$ cat src/rtl/vga_fb_pkg.sv
// Shared constants, size helpers and FSM encoding for the frame buffer reader.
// Sizes are derived from the display geometry and the upscale factor.
package vga_fb_pkg;

    typedef enum logic [1:0] {
        FB_IDLE,
        FB_ACTIVE,
        FB_DONE
    } fb_state_t;

    localparam int MAX_SCALE_LOG2  = 2;
    localparam int MAX_MEM_LATENCY = 3;

    function automatic bit scale_log2_legal(input int scale_log2);
        return (scale_log2 >= 0) && (scale_log2 <= MAX_SCALE_LOG2);
    endfunction

    function automatic bit mem_latency_legal(input int mem_latency);
        return (mem_latency >= 1) && (mem_latency <= MAX_MEM_LATENCY);
    endfunction

    function automatic int src_w(input int h_active, input int scale_log2);
        return h_active >> scale_log2;
    endfunction

    function automatic int src_h(input int v_active, input int scale_log2);
        return v_active >> scale_log2;
    endfunction

    function automatic int cnt_width(input int n);
        return (n > 1) ? $clog2(n) : 1;
    endfunction

    function automatic int addr_width(input int h_active, input int v_active, input int scale_log2);
        return cnt_width(src_w(h_active, scale_log2) * src_h(v_active, scale_log2));
    endfunction

endpackage

$ cat src/rtl/fb_addr_gen.sv
// Display-raster counters that turn (h_cnt, v_cnt) into source-image addresses,
// replicating pixels and lines by 2**SCALE_LOG2.
module fb_addr_gen
    import vga_fb_pkg::*;
#(
    parameter int H_ACTIVE   = 640,
    parameter int V_ACTIVE   = 480,
    parameter int SCALE_LOG2 = 0,
    parameter int ADDR_WIDTH = addr_width(H_ACTIVE, V_ACTIVE, SCALE_LOG2)
) (
    input  logic                  clock,
    input  logic                  reset,
    input  logic                  restart,
    input  logic                  step,
    output logic [ADDR_WIDTH-1:0] pix_addr,
    output logic                  last_pixel,
    output logic                  at_origin
);

    localparam int HW = cnt_width(H_ACTIVE);
    localparam int VW = cnt_width(V_ACTIVE);
    localparam logic [HW-1:0] H_LAST   = HW'(H_ACTIVE - 1);
    localparam logic [VW-1:0] V_LAST   = VW'(V_ACTIVE - 1);
    localparam logic [VW-1:0] REP_MASK = VW'((1 << SCALE_LOG2) - 1);
    localparam logic [ADDR_WIDTH-1:0] LINE_STRIDE = ADDR_WIDTH'(src_w(H_ACTIVE, SCALE_LOG2));

    logic [HW-1:0]         h_cnt;
    logic [VW-1:0]         v_cnt;
    logic [ADDR_WIDTH-1:0] line_base;
    logic [HW-1:0]         cur_h;
    logic [VW-1:0]         cur_v;
    logic [VW-1:0]         v_next;
    logic [ADDR_WIDTH-1:0] cur_base;

    // A restart takes effect in the same cycle, so a pixel taken alongside it reads address 0.
    always_comb begin
        cur_h    = h_cnt;
        cur_v    = v_cnt;
        cur_base = line_base;
        if (restart) begin
            cur_h    = '0;
            cur_v    = '0;
            cur_base = '0;
        end
    end

    assign v_next     = cur_v + VW'(1);
    assign pix_addr   = cur_base + ADDR_WIDTH'(cur_h >> SCALE_LOG2);
    assign last_pixel = (cur_h == H_LAST) && (cur_v == V_LAST);
    assign at_origin  = (h_cnt == '0) && (v_cnt == '0);

    always_ff @(posedge clock or posedge reset) begin
        if (reset) begin
            h_cnt     <= '0;
            v_cnt     <= '0;
            line_base <= '0;
        end else if (step) begin
            if (last_pixel) begin
                h_cnt     <= '0;
                v_cnt     <= '0;
                line_base <= '0;
            end else if (cur_h == H_LAST) begin
                h_cnt <= '0;
                v_cnt <= v_next;
                // Only move to the next source line once every replica of this one is shown.
                line_base <= ((v_next & REP_MASK) == '0) ? cur_base + LINE_STRIDE : cur_base;
            end else begin
                h_cnt     <= cur_h + HW'(1);
                v_cnt     <= cur_v;
                line_base <= cur_base;
            end
        end else if (restart) begin
            h_cnt     <= '0;
            v_cnt     <= '0;
            line_base <= '0;
        end
    end

endmodule

$ cat src/rtl/framebuffer_reader.sv
// Frame buffer read controller: issues one RAM read per active pixel and returns
// the pixel a fixed MEM_LATENCY+2 cycles later, blanking everything else.
module framebuffer_reader
    import vga_fb_pkg::*;
#(
    parameter int DATA_WIDTH  = 8,
    parameter int CHANNELS    = 3,
    parameter int H_ACTIVE    = 640,
    parameter int V_ACTIVE    = 480,
    parameter int SCALE_LOG2  = 0,
    parameter int MEM_LATENCY = 1,
    parameter int BLANK_VALUE = 0,
    parameter int ADDR_WIDTH  = addr_width(H_ACTIVE, V_ACTIVE, SCALE_LOG2)
) (
    input  logic                           clock,
    input  logic                           reset,
    input  logic                           frame_start,
    input  logic                           video_on,
    output logic                           mem_rd_en,
    output logic [ADDR_WIDTH-1:0]          mem_addr,
    input  logic [CHANNELS*DATA_WIDTH-1:0] mem_rd_data,
    output logic [CHANNELS*DATA_WIDTH-1:0] pixel_data,
    output logic                           pixel_valid,
    output logic                           frame_done,
    output logic                           sync_err,
    input  logic                           err_clear
);

    localparam int PIX_W = CHANNELS * DATA_WIDTH;
    localparam logic [DATA_WIDTH-1:0] BLANK_CH  = DATA_WIDTH'(BLANK_VALUE);
    localparam logic [PIX_W-1:0]      BLANK_PIX = {CHANNELS{BLANK_CH}};

    if (!scale_log2_legal(SCALE_LOG2)) begin : g_bad_scale
        $error("framebuffer_reader: SCALE_LOG2 must be 0, 1 or 2");
    end
    if (!mem_latency_legal(MEM_LATENCY)) begin : g_bad_latency
        $error("framebuffer_reader: MEM_LATENCY must be 1, 2 or 3");
    end

    fb_state_t             state;
    logic                  take_pixel;
    logic                  err_event;
    logic                  last_pixel;
    logic                  at_origin;
    logic [ADDR_WIDTH-1:0] pix_addr;
    logic [MEM_LATENCY-1:0] valid_pipe;

    // frame_start is honoured before video_on, so it can open a frame and read its first pixel at once.
    assign take_pixel = video_on && (frame_start || (state == FB_ACTIVE));
    assign err_event  = (frame_start && (state == FB_ACTIVE) && !at_origin)
                     || (video_on && !frame_start && (state == FB_DONE));

    fb_addr_gen #(
        .H_ACTIVE   (H_ACTIVE),
        .V_ACTIVE   (V_ACTIVE),
        .SCALE_LOG2 (SCALE_LOG2),
        .ADDR_WIDTH (ADDR_WIDTH)
    ) u_addr_gen (
        .clock      (clock),
        .reset      (reset),
        .restart    (frame_start),
        .step       (take_pixel),
        .pix_addr   (pix_addr),
        .last_pixel (last_pixel),
        .at_origin  (at_origin)
    );

    always_ff @(posedge clock or posedge reset) begin
        if (reset) begin
            state      <= FB_IDLE;
            mem_rd_en  <= 1'b0;
            mem_addr   <= '0;
            frame_done <= 1'b0;
            sync_err   <= 1'b0;
        end else begin
            mem_rd_en  <= take_pixel;
            frame_done <= take_pixel && last_pixel;
            if (take_pixel) begin
                mem_addr <= pix_addr;
            end
            // A fresh error outranks a clear arriving in the same cycle.
            if (err_event) begin
                sync_err <= 1'b1;
            end else if (err_clear) begin
                sync_err <= 1'b0;
            end
            case (state)
                FB_IDLE, FB_DONE: begin
                    if (frame_start) begin
                        state <= (take_pixel && last_pixel) ? FB_DONE : FB_ACTIVE;
                    end
                end
                FB_ACTIVE: begin
                    if (take_pixel && last_pixel) begin
                        state <= FB_DONE;
                    end
                end
                default: state <= FB_IDLE;
            endcase
        end
    end

    // valid_pipe tracks each read until its data is on mem_rd_data; the output register adds one more stage.
    always_ff @(posedge clock or posedge reset) begin
        if (reset) begin
            valid_pipe  <= '0;
            pixel_valid <= 1'b0;
            pixel_data  <= BLANK_PIX;
        end else begin
            valid_pipe[0] <= mem_rd_en;
            for (int i = 1; i < MEM_LATENCY; i++) begin
                valid_pipe[i] <= valid_pipe[i-1];
            end
            pixel_valid <= valid_pipe[MEM_LATENCY-1];
            pixel_data  <= valid_pipe[MEM_LATENCY-1] ? mem_rd_data : BLANK_PIX;
        end
    end

endmodule

$ cat config.mk
export PLATFORM = sky130hd
export DESIGN_NAME = framebuffer_reader
export DESIGN_NICKNAME = d
export VERILOG_FILES = /design/src/rtl/vga_fb_pkg.sv /design/src/rtl/fb_addr_gen.sv /design/src/rtl/framebuffer_reader.sv
export SDC_FILE = /design/constraint.sdc
export NUM_CORES = 1
export LEC_CHECK = 0
export ABC_CLOCK_PERIOD_IN_PS = 3900
export BUFFER_PORTS_ARGS = -buffer_cell sky130_fd_sc_hd__buf_2
export CAP_MARGIN = 30
export CORE_ASPECT_RATIO = 0.6
export CORE_MARGIN = 2
export CORE_UTILIZATION = 50
export DETAILED_ROUTE_END_ITERATION = 10
export GPL_ROUTABILITY_DRIVEN = 0
export PLACE_DENSITY = 0.72
export SYNTH_ARGS = -nofsm -noshare
export SYNTH_HDL_FRONTEND = slang
export SYNTH_HIERARCHICAL = 1
export SYNTH_SLANG_ARGS = --single-unit
$ cat constraint.sdc
create_clock -name clock -period 3.9 [get_ports clock]
set_input_delay 0.78 -clock clock [delete_from_list [all_inputs] [get_ports clock]]
set_output_delay 0.78 -clock clock [all_outputs]
set_load 0.01 [all_outputs]
Yosys cells after proc, flatten, opt, wreduce, memory -nomap -nowiden
Index checks and enable logic that the tools add are counted.
{"block": "totals", "inputBits": 29, "wordCells": 58, "out_inout_bits": 47, "reg_bits": 88}
{"block": "op_classes", "n_reduce_logical": 18, "addsub": 4, "eq_ne": 6, "muxes": 19}
{"operator": "two-way mux 19 bit", "n": 4}
{"operator": "two-way mux 10 bit", "n": 4}
{"operator": "two-way mux 9 bit", "n": 4}
{"operator": "two-way mux 24 bit", "n": 1}
{"operator": "adder 19 x 10 -> 19 bit", "n": 1}
{"operator": "adder 19 x 10 -> 19 bit, second input constant", "n": 1}
{"operator": "adder 10 x 1 -> 10 bit, second input constant", "n": 1}
{"operator": "equality test 10 bit, second input constant", "n": 1}
{"operator": "zero test 10 bit", "n": 1}
{"operator": "adder 9 x 1 -> 9 bit, second input constant", "n": 1}
{"operator": "equality test 9 bit, second input constant", "n": 1}
{"operator": "zero test 9 bit", "n": 1}
{"operator": "logical AND 1 bit", "n": 8}
{"operator": "two-way mux 2 bit", "n": 3}
{"operator": "case mux 2 bit (2 select lines)", "n": 1}
{"operator": "equality test 2 x 1 -> 1 bit, second input constant", "n": 1}
{"operator": "equality test 2 bit, second input constant", "n": 1}
{"operator": "zero test 1 bit", "n": 2}
{"operator": "zero test 2 bit", "n": 1}
{"operator": "logical OR 1 bit", "n": 2}
{"operator": "two-way mux 1 bit", "n": 2}
{"operator": "inequality test 2 x 1 -> 1 bit, second input constant", "n": 1}
{"operator": "inequality test 2 bit, second input constant", "n": 1}
{"operator": "AND reduction 2 bit", "n": 1}
{"operator": "2 further kinds", "n": 2}

Longest topological paths before layout
Gate-level depths: netlist (run 1).
{"block": "depth", "ltp_word": 7, "ltp_mapped": 12, "ltp_nobuf": 9}

Cells and area by module
The synthesis (run 1) kept the hierarchy.
{"module": "fb_addr_gen", "cells_per_inst": 321, "seq_area_each_um2": 950.9, "area_each_um2": 2810.2, "instances": 1}
{"module": "framebuffer_reader", "cells_per_inst": 115, "seq_area_each_um2": 1251.2, "area_each_um2": 1818.0, "instances": 1}

Worst setup path after synthesis (run 1)
OpenSTA, ideal clock, no wires.
{"block": "synth_path", "kind": "input port to flip-flop", "start": "input port frame_start", "end": "register mem_addr[13]", "path_slack_ns": 0.404, "setup_ns": 0.125, "t_arrival_ns": 3.371, "cell_stages": 11, "path_cell_list": "buf_2 clkbuf_1 clkbuf_1 nor2b_1 ha_1 maj3_2 o211a_4 a211o_1 a21oi_2 mux2_1 mux2_4"}
{"block": "synth_via", "elab_chain_cells": 2}
{"element": "start, declared", "line_no": "framebuffer_reader.sv:17", "rtl": "input logic frame_start,"}
{"element": "two-way mux 19 bit / two-way mux 10 bit (equally long branches)"}
{"element": "adder 19 x 10 -> 19 bit (*)", "line_no": "fb_addr_gen.sv:48", "rtl": "assign pix_addr = cur_base + ADDR_WIDTH'(cur_h >> SCALE_LOG2);"}
{"element": "net pix_addr[13]", "line_no": "framebuffer_reader.sv:45", "rtl": "logic [ADDR_WIDTH-1:0] pix_addr;"}
{"element": "end signal, assigned", "line_no": "framebuffer_reader.sv:79", "rtl": "mem_addr <= pix_addr;"}
{"element": "end, declared", "line_no": "framebuffer_reader.sv:20", "rtl": "output logic [ADDR_WIDTH-1:0] mem_addr,"}
The timed path passes the listed nets; every way through them passes the cells marked *.
A chain may end at the register's enable or synchronous reset.

Worst setup path in the final report (run 1)
{"block": "layout_path", "start": "input port frame_start", "end": "register mem_addr[10]"}
Same word-level chain as after synthesis.

==> results of run 1 <==
critical path: stages:
cell      delay [ns]
buf_2           0.30
buf_4           0.39
nor2b_1         0.16
ha_1            0.39
nand2_1         0.07
nor3_1          0.23
a21boi_1        0.35
o21ai_1         0.19
xor2_1          0.18
mux2_4          0.28
placed cells by master, fill, tap and decap left out, types with 3 or more instances in the layout:
cell / netlist / layout
nand2_1: 25 / 25
xor2_1: 15 / 15
and4_1: 4 / 4
ha_1: 12 / 12
nand3_1: 10 / 10
buf_2: 7 / 75
dfrtp_1: 88 / 88
a211oi_1: 3 / 3
nand2b_1: 9 / 9
buf_4: 0 / 5
a21oi_1: 12 / 12
o32ai_1: 3 / 3
nand4_1: 5 / 5
inv_1: 11 / 10
nor2b_1: 29 / 29
nor3_1: 8 / 8
o21a_1: 4 / 4
clkbuf_16: 0 / 9
mux2i_1: 4 / 4
mux2_4: 19 / 19
nor3b_1: 4 / 4
and3_1: 4 / 4
or3_1: 5 / 5
xnor2_1: 16 / 16
or2_2: 3 / 3
nor2_1: 35 / 35
o21ai_0: 12 / 12
a31oi_1: 3 / 3
nor4_1: 8 / 8
and2_1: 30 / 30
registers in the layout, summed over array words and instances, names as in the netlist:
signal                flops
mem_rd_en                 1
pixel_valid               1
u_addr_gen/line_base     19
frame_done                1
u_addr_gen/v_cnt          9
state                     2
sync_err                  1
u_addr_gen/h_cnt         10
mem_addr                 19
pixel_data               24
valid_pipe                1
per-layer routing:
metal  global-route usage  routed length (um)  vias to the layer above
li1                     -                   -                     1660
met1                0.342                5170                     1711
met2                0.296                4210                      105
met3               0.0770                 843                       15
met4               0.0670                 150                        0
met5                    0                   0                        -
logic make-up (layout without fill, tap and decap cells):
group / after synthesis / count (layout)
buffers and inverters: 30 / 108
DFF: 88 / 88
adders and majority gates: 13 / 13
xor gates and xnor gates: 31 / 31
muxes: 24 / 24
AOI/OAI and AO/OA: 60 / 60
and+or+nand+nor: 190 / 190
layout make-up:
class	instances	share of cell area
clock buffers	11	0.0466
well taps	116	0.0268
inverters	11	0.00762
clock inverters	5	0.0115
flip-flops and latches	88	0.406
repair buffers	81	0.0799
multi-input cells	318	0.421
power groups by stage:
| stage | Combinational [mW] | Sequential (mW) | Clock [mW] |
|---|---|---|---|
| after global routing | 0.159 | 0.960 | 0.958 |
| final | 0.142 | 0.958 | 0.904 |
| after global placement | 0.138 | 0.974 | 0 |
| after CTS | 0.145 | 0.957 | 0.924 |
| after floorplan | 0.0860 | 0.979 | 0 |
| after detailed placement | 0.144 | 0.975 | 0 |
final timing paths:
kind	startpoint	endpoint	slack (ns)	cells after the start
max in group asynchronous	reset	pixel_data[20]	2.96	3
max	frame_start	mem_addr[10]	0.80	10
max reg2reg	u_addr_gen/h_cnt[4]	mem_addr[13]	1.22	8
min in group asynchronous	reset	mem_addr[13]	0.43	2
min reg2reg	mem_rd_en	valid_pipe	0.37	0
min	mem_rd_en	valid_pipe	0.37	0
==> results_dict.tcl, run 1 <==
set metrics [dict create \
    drt-pass1-iter-count 4 \
    path_max_fanout 33 \
    layout_setup_ws_ns 0.796 \
    antenna_found_initial 0 \
    drc 0 \
    core-area_sq_mm 0.00909 \
    yosys-top-cells-area "dfrtp_1 (48%), mux2_4 (6.2%), and2_1 (4.1%)" \
    cts_root_buf "clkbuf_16" \
    via_count 3491 \
    cts_setup_buffers 0 \
    stdcell_area_sq_mm 0.00542 \
    cts_max_path_buffers 2 \
    hold_slack_ns 0.373 \
    finalSetupViolCount 0 \
    vias_per_cell 5.54 \
    worstMarginPinSlew_ns 0.714 \
    grt_pass1_wl_um 17200 \
    seq_area_frac_synth 0.476 \
    drv_slew 0 \
    synth_area_per_cell_sq_um 10.6 \
    die_w_um 128 \
    status "finished, final reports clean" \
    routed_wirelength_um 10400 \
    p_leak_nw 2.70 \
    place_area_sq_mm 0.00510 \
    synth_fp_nets 477 \
    cts_max_level 3 \
    netlist_area_sq_mm 0.00463 \
    power-per-cell-area_mw_per_mm2 370 \
    synth_top_family_by_area "simple AND/OR/NAND/NOR gates" \
    finalNetCount 550 \
    slew_headroom 0.524 \
    num-fill-cells 756 \
    grt.overflow.total 0 \
    netSwitchingPower_mw 0.465 \
    rows 27 \
    yosysWarnings 6 \
    fmax_mhz 322 \
    clk_pin_slew_ns 0.06 \
    grt_pass1_vias 3294 \
    grt_start_max_net_pins 39 \
    grt_usage 0.224 \
    post-synth-top-count-cell "dfrtp_1" \
    rsz0062_at_grt "false" \
    crit_arrival_ns 3.34 \
    power.total_mw 2.00 \
    yosysTopAreaCell "dfrtp_1" \
    die-height_um 78.5 \
    start_util 0.509 \
    regArea_sq_mm 0.00220 \
    worstPathRequired_ns 4.13 \
    final_cells 630 \
    ant_nets 0 \
    multi_input_area_sq_mm 0.00228 \
    p_int_mw 1.54 \
    io_buffers 75 \
    initialDrtViolationCount 287 \
    swShare 0.232 \
    hpwl_um 7620 \
    dpl_worst_slack_ns 0.476 \
    dieArea_sq_mm 0.0101 \
    synthToLayoutAreaGrowth_pct 17.1 \
    hold_viol_final 0 \
    hold_path.class "reg -> reg" \
    syn_inst 436 \
    min_period_over_period 0.796 \
    synthXorXnorAreaFrac 0.0587 \
    worstSetupEndpointType "register" \
    synthAdderAreaFrac 0.0349 \
    skew_ns 0.00931 \
    synth_mux_area_frac 0.0727 \
    clock-sinks 88 \
    synth_top_area_share 0.476 \
    p_clk_frac 0.451 \
    yosys.area_share.simple 0.232 \
    cts_tree "built" \
    synth-edff-count 0 \
    place_inst 614 \
    pwr-share-comb 0.071 \
    cts_hold_buf 0 \
    worstSkewPairLatency_ns 0.35 \
    final_core_util 0.596 \
    max-vdd-ir-drop_uv 207 \
    drv_cap 0 \
    seqPwrFrac 0.478 \
    ys_ff_latch 88 \
    cts_buffers 9 \
    synthDistinctLibCells 59 \
    critPathLaunchType "primary input" \
    worstSetupPathType "in -> reg" \
    drt-wirelength-per-cell_um 16.5 \
    fin_tns_setup_ns 0 \
    antenna_cells 0 \
    async_reset_ff_frac 1.00 \
    min_period_ns 3.10 \
    synth_compound_area_frac 0.0952 \
    io_pins 76 \
    ys_top_cells_by_count "dfrtp_1 (88), nor2_1 (35), and2_1 (30), nor2b_1 (29), nand2_1 (25)" \
    synth_ff_type "dfrtp_1" \
    cts_resized 0 \
    drive_above_1_share 0.257 \
]
No activity file was read; power rests on OpenSTA's default activity.
==> inputs of run 2 (changes only) <==
--- a/config.mk
+++ b/config.mk
@@ -5,7 +5,8 @@
 export SDC_FILE = /design/constraint.sdc
 export NUM_CORES = 1
 export LEC_CHECK = 0
-export ABC_CLOCK_PERIOD_IN_PS = 3900
+export ABC_AREA = 1
+export ABC_CLOCK_PERIOD_IN_PS = 2600
 export BUFFER_PORTS_ARGS = -buffer_cell sky130_fd_sc_hd__buf_2
 export CAP_MARGIN = 30
 export CORE_ASPECT_RATIO = 0.6
@@ -13,7 +14,7 @@
 export CORE_UTILIZATION = 50
 export DETAILED_ROUTE_END_ITERATION = 10
 export GPL_ROUTABILITY_DRIVEN = 0
-export PLACE_DENSITY = 0.72
+export PLACE_DENSITY = 0.74
 export SYNTH_ARGS = -nofsm -noshare
 export SYNTH_HDL_FRONTEND = slang
 export SYNTH_HIERARCHICAL = 1
==> constraint.sdc (replaced) <==
create_clock -name clock -period 2.6 [get_ports clock]
set_input_delay 0.52 -clock clock [delete_from_list [all_inputs] [get_ports clock]]
set_output_delay 0.52 -clock clock [all_outputs]
set_load 0.01 [all_outputs]
==> run 2 against run 1 <==
Effect of this change:
- area after synthesis increased by 9.0%
- clock power up 38%
- non-clock buffer count grew 29
- final area up 12%
- power rose by 44%
- sequential power grew 48%
- critical path depth is 1 higher
- global-route usage grew 2.4 points
- clock skew fell by 0.0050 ns
- synthesized cell count increased by 52%
- critical path type unchanged
==> results_dict.tcl, run 2 <==
set metrics [dict create \
    status "finished, final reports clean" \
    worstMarginPinSlew_ns 0.758 \
    reg_top3 "pixel_data: 24 flops, mem_addr: 19 flops, u_addr_gen/line_base: 19 flops" \
    slew_headroom 0.495 \
    top_register "pixel_data" \
    place_inst 891 \
    cts_resized 0 \
    critPathLaunchType "primary input" \
    grt_usage 0.249 \
    worstSetupEndpointType "register" \
    power-per-cell-area_mw_per_mm2 475 \
    use_met3 0.0667 \
    synth-edff-count 0 \
    async_reset_ff_frac 1.00 \
    finalNetCount 808 \
    ys_ff_latch 88 \
    worstSkewPairLatency_ns 0.34 \
    skew_ns 0.00431 \
    drt-pass1-iter-count 5 \
    yosysTopAreaCell "dfrtp_1" \
    initialDrtViolationCount 404 \
    cts_root_buf "clkbuf_16" \
    synth_fp_nets 702 \
    vias_per_cell 5.05 \
    netSwitchingPower_mw 0.719 \
    grt_pass1_wl_um 21100 \
    seq_area_frac_synth 0.437 \
    io_pins 76 \
    synth_ff_type "dfrtp_1" \
    fin_tns_setup_ns 0 \
    grt_start_max_net_pins 39 \
    layout_common_cells "nand2_1 (193), inv_1 (99), dfrtp_1 (88)" \
    p_int_mw 2.16 \
    synthToLayoutAreaGrowth_pct 20.3 \
    use_met1 0.372 \
    busiest_layer "met1" \
    final_cells 907 \
    rows 28 \
    core-area_sq_mm 0.00984 \
    synthDistinctLibCells 38 \
    cts_buffers 9 \
    hold_viol_final 0 \
    min_period_over_period 0.905 \
    gr-usage-met2 0.361 \
    crit_arrival_ns 2.58 \
    seqPwrFrac 0.494 \
    start_util 0.512 \
    num-fill-cells 869 \
    hpwl_um 10200 \
    cts_setup_buffers 0 \
    min_period_ns 2.35 \
    antenna_cells 0 \
    rsz0062_at_grt "false" \
    die-height_um 81.8 \
    worstSetupPathType "in -> reg" \
    yosysWarnings 6 \
    largest_reg_flops 24 \
    routed_wirelength_um 13100 \
    synth_top_area_share 0.437 \
    grt.overflow.total 0 \
    dieArea_sq_mm 0.0109 \
    drv_cap 0 \
    fmax_mhz 425 \
    post-synth-top-count-cell "nand2_1" \
    final_common_cell "nand2_1" \
    syn_inst 661 \
    cts_max_path_buffers 2 \
    drive_above_1_share 0.236 \
    drc 0 \
    drv_slew 0 \
    hold_slack_ns 0.216 \
    io_buffers 75 \
    clk_pin_slew_ns 0.06 \
    ant_nets 0 \
    cts_max_level 3 \
    drt-wirelength-per-cell_um 14.4 \
    swShare 0.250 \
    clock-sinks 88 \
    yosys-top-cells-area "dfrtp_1 (44%), nand2_1 (14%), inv_1 (7.4%)" \
    finalSetupViolCount 0 \
    worstPathRequired_ns 2.82 \
    grt_pass1_vias 4248 \
    cts_hold_buf 0 \
    path_max_fanout 16 \
    p_clk_frac 0.434 \
    die_w_um 134 \
    hold_path.class "in -> async" \
    synth_area_per_cell_sq_um 7.63 \
    max-vdd-ir-drop_uv 315 \
    cts_tree "built" \
    final_core_util 0.616 \
    via_count 4583 \
    netlist_area_sq_mm 0.00504 \
    antenna_found_initial 0 \
    pwr-share-comb 0.073 \
    ys_top_cells_by_count "nand2_1 (193), inv_1 (100), dfrtp_1 (88), nor2_1 (56), nand3_1 (53)" \
    p_leak_nw 3.55 \
]
-- run 2: cell types whose count changed after synthesis, moves of 9 or more --
cell      change
a21oi_1      +11
and2_1       -30
inv_1        +89
mux2_4       -19
nand2_1     +168
nand2_2      +14
nand2b_1      -9
nand3_1      +43
nand4_1      +10
nor2_1       +21
nor2b_1      -29
xnor2_1      -13
-- run 2: layer usage --
layer  vias to the layer above  part of all wire
li1                       2282                 -
met1                      2113              0.50
met2                       174              0.41
met3                        14             0.090
met4                         0            0.0076
met5                         -                 0
-- run 2: final timing paths --
kind / startpoint / to / slack [ns] / depth (start not counted)
min in group clock: mem_rd_data[22] / pixel_data[22] / 0.36 / 3
min reg2reg: mem_rd_en / valid_pipe / 0.41 / 0
min: reset / sync_err / 0.22 / 2
max in group asynchronous: reset / pixel_data[5] / 1.76 / 3
max reg2reg: u_addr_gen/h_cnt[0] / u_addr_gen/v_cnt[5] / 0.34 / 10
max: frame_start / u_addr_gen/v_cnt[5] / 0.25 / 11
-- run 2: worst max-delay path: stages --
cell and delay [ns]:
buf_2 0.12, buf_12 0.15, nor2_2 0.27, ha_1 0.24
inv_1 0.08, nor3_2 0.34, nand4_1 0.33, nor3_1 0.28
nand3_1 0.11, nand2_1 0.09, nor2_1 0.04
-- run 2: final cells by class --
class	instances	area (sq um)	share of cell area
clock buffer	10	239	0.0394
clock inverter	6	51.3	0.00846
inverter	108	405	0.0668
multi-input combinational	450	2320	0.383
sequential	88	2200	0.363
tap	135	169	0.0278
timing repair buffer	110	676	0.111
-- run 2: power by group through the flow --
stage | combinational, mW | clock [mW] | sequential (mW)
floorplan | 0.102 | 0 | 1.46
global placement | 0.205 | 0 | 1.45
detailed placement | 0.210 | 0 | 1.45
CTS | 0.212 | 1.27 | 1.42
global route | 0.233 | 1.33 | 1.43
finish | 0.209 | 1.25 | 1.42
-- run 2: kinds of logic (layout without fill, tap and decap cells) --
kind of cell | count (synthesis) | in the layout | synth area share
buf+inv | 123 | 234 | 0.102
compound gates | 49 | 49 | 0.0558
simple gates | 373 | 373 | 0.348
flops | 88 | 88 | 0.437
xor+xnor | 16 | 16 | 0.0278
fa+ha+maj | 12 | 12 | 0.0298
-- run 2: per-stage QoR --
stage	power, mW	instance area (sq um)	worst slack [ns]
2_1_floorplan	1.56	5040	0.153
3_3_place_gp	1.65	5780	0.120
3_5_place_dp	1.66	5780	0.0320
4_1_cts	2.91	6070	0.391
5_1_grt	2.99	6070	0.144
6_report	2.88	6070	0.246
==> inputs of run 3 (changes only) <==
--- a/config.mk
+++ b/config.mk
@@ -14,7 +14,7 @@
 export CORE_UTILIZATION = 50
 export DETAILED_ROUTE_END_ITERATION = 10
 export GPL_ROUTABILITY_DRIVEN = 0
-export PLACE_DENSITY = 0.74
+export PLACE_DENSITY = 0.8
 export SYNTH_ARGS = -nofsm -noshare
 export SYNTH_HDL_FRONTEND = slang
 export SYNTH_HIERARCHICAL = 1
==> run 3 against run 2 <==
Effect of this change:
- power grew 8.9%
- maximum frequency shrank 1.6%
- critical path depth grew 3
==> results_dict.tcl, run 3 (synthesized netlist as in run 2, its figures left out) <==
set metrics [dict create \
    status "finished, final reports clean" \
    worstSkewPairLatency_ns 0.34 \
    core-area_sq_mm 0.00984 \
    cts_buffers 9 \
    hold_viol_final 0 \
    worstSetupPathType "in -> reg" \
    drive_above_1_share 0.236 \
    cp_slowest_cell "o21ai_0" \
    drt-pass1-iter-count 5 \
    rr_endpoint "mem_addr[17]" \
    critPathLaunchType "primary input" \
    cp-endpoint "mem_addr[17]" \
    cts_resized 0 \
    cts_max_level 3 \
    finalNetCount 808 \
    worstSetupEndpointType "register" \
    num-fill-cells 813 \
    layout_common_cells "nand2_1 (193), inv_1 (99), dfrtp_1 (88)" \
    layout_setup_ws_ns 0.207 \
    antenna_cells 0 \
    min_period_ns 2.39 \
    reg2reg_slack_ns 0.31 \
    drv_slew 0 \
    r2r_cells 13 \
    path_max_fanout 16 \
    cts_tree "built" \
    via_count 4754 \
    rows 28 \
    finalSetupViolCount 0 \
    max-vdd-ir-drop_uv 353 \
    initialDrtViolationCount 432 \
    drc 0 \
    largest_reg_flops 24 \
    grt_pass1_vias 4428 \
    dieArea_sq_mm 0.0109 \
    die_w_um 134 \
    critPathMostFrequentCell "nand2_1" \
    drv_cap 0 \
    grt_usage 0.259 \
    grt_pass1_wl_um 21800 \
    cpPeakStageDelay_ns 0.47 \
    p_leak_nw 3.58 \
    die-height_um 81.8 \
    grt.overflow.total 0 \
    critPathLaunch "frame_start" \
    power-per-cell-area_mw_per_mm2 513 \
    timing.rr.start "u_addr_gen/h_cnt[7]" \
    dpl_worst_slack_ns -0.00613 \
    hpwl_um 10500 \
    io_pins 76 \
    min_period_over_period 0.920 \
    cts_setup_buffers 0 \
    final_common_cell "nand2_1" \
    start_util 0.512 \
    clk_pin_slew_ns 0.06 \
    antenna_found_initial 0 \
    multi_input_area_sq_mm 0.00232 \
    hold_path.class "in -> async" \
    routed_wirelength_um 13600 \
    worstMarginPinSlew_ns 0.786 \
    io_buffers 75 \
    skew_ns 0.00498 \
    cp_cell_sequence "buf_2 > buf_4 > nor2_1 > ha_1 > nand2_1 > o21ai_0 > inv_1 > nand2_1 > nand2_1 > nand3_1 > nand2_1 > nand2_1 > nand3_1 > nand2_1" \
    ant_nets 0 \
    cts_root_buf "clkbuf_16" \
    fmax_mhz 418 \
    rsz0062_at_grt "false" \
    drt-wirelength-per-cell_um 15.0 \
    regArea_sq_mm 0.00220 \
    clock-sinks 88 \
    worstPathRequired_ns 2.88 \
    cts_max_path_buffers 2 \
    reg_top3 "pixel_data: 24 flops, mem_addr: 19 flops, u_addr_gen/line_base: 19 flops" \
    cts_hold_buf 0 \
    vias_per_cell 5.24 \
    crit_arrival_ns 2.67 \
    slew_headroom 0.476 \
    synthToLayoutAreaGrowth_pct 21.2 \
    top_register "pixel_data" \
    grt_start_max_net_pins 42 \
    fin_tns_setup_ns 0 \
]
## run 3: changes by cell type in the layout (fill, tap and decap cells not counted), sizes merged
cell,before,now
clkbuf,10,9
bufinv,0,3
inv,110,111
clkinvlp,3,0
## run 3: cell type report
cell class	instances	share of cell area
Sequential cell	88	0.360
Clock inverter	7	0.0205
Inverter	108	0.0663
Tap cell	135	0.0276
Timing Repair Buffer	110	0.108
Clock buffer	9	0.0368
Multi-Input combinational cell	450	0.380
## run 3: how the worst min path moves through the flow
stage,from,end,cells after the start
3_3_place_gp,mem_rd_en,valid_pipe,0
6_report,reset,pixel_data[0],2
3_5_place_dp,mem_rd_en,valid_pipe,0
2_1_floorplan,mem_rd_en,valid_pipe,0
4_1_cts,reset,pixel_data[20],2
5_1_grt,reset,pixel_data[20],2
## run 3: power by group
group | switching, mW | internal (mW) | leakage [nW] | total [mW]
sequential | 0.0228 | 1.40 | 1.19 | 1.42
clock | 0.556 | 0.951 | 0.171 | 1.51
combinational | 0.133 | 0.0733 | 2.22 | 0.206
total | 0.712 | 2.43 | 3.58 | 3.14
## run 3: through the flow
| stage | area [sq um] | utilization | hold WS [ns] | instances | total power, mW |
|---|---|---|---|---|---|
| 2_1_floorplan | 5040 | - | 0.416 | 661 | 1.56 |
| 3_3_place_gp | 5760 | 0.586 | 0.363 | 891 | 1.65 |
| 3_5_place_dp | 5760 | 0.586 | 0.369 | 891 | 1.66 |
| 4_1_cts | 6110 | 0.621 | 0.0822 | 907 | 3.16 |
| 5_1_grt | 6110 | 0.621 | 0.0902 | 907 | 3.25 |
| 6_report | 6110 | 0.621 | 0.0866 | 907 | 3.14 |
## run 3: per-layer routing
metal / GRT usage / share of wire
met1: 0.379 / 0.46
met2: 0.384 / 0.43
met3: 0.0741 / 0.10
met4: 0.0543 / 0.0074
met5: 0 / 0
## run 3: worst max-delay path: cells and delay by family
family | cells | cell delay [ns]
adders and majority gates | 1 | 0.37
AOI/OAI and AO/OA | 1 | 0.47
buffers and inverters | 3 | 0.44
and+or+nand+nor | 9 | 0.85
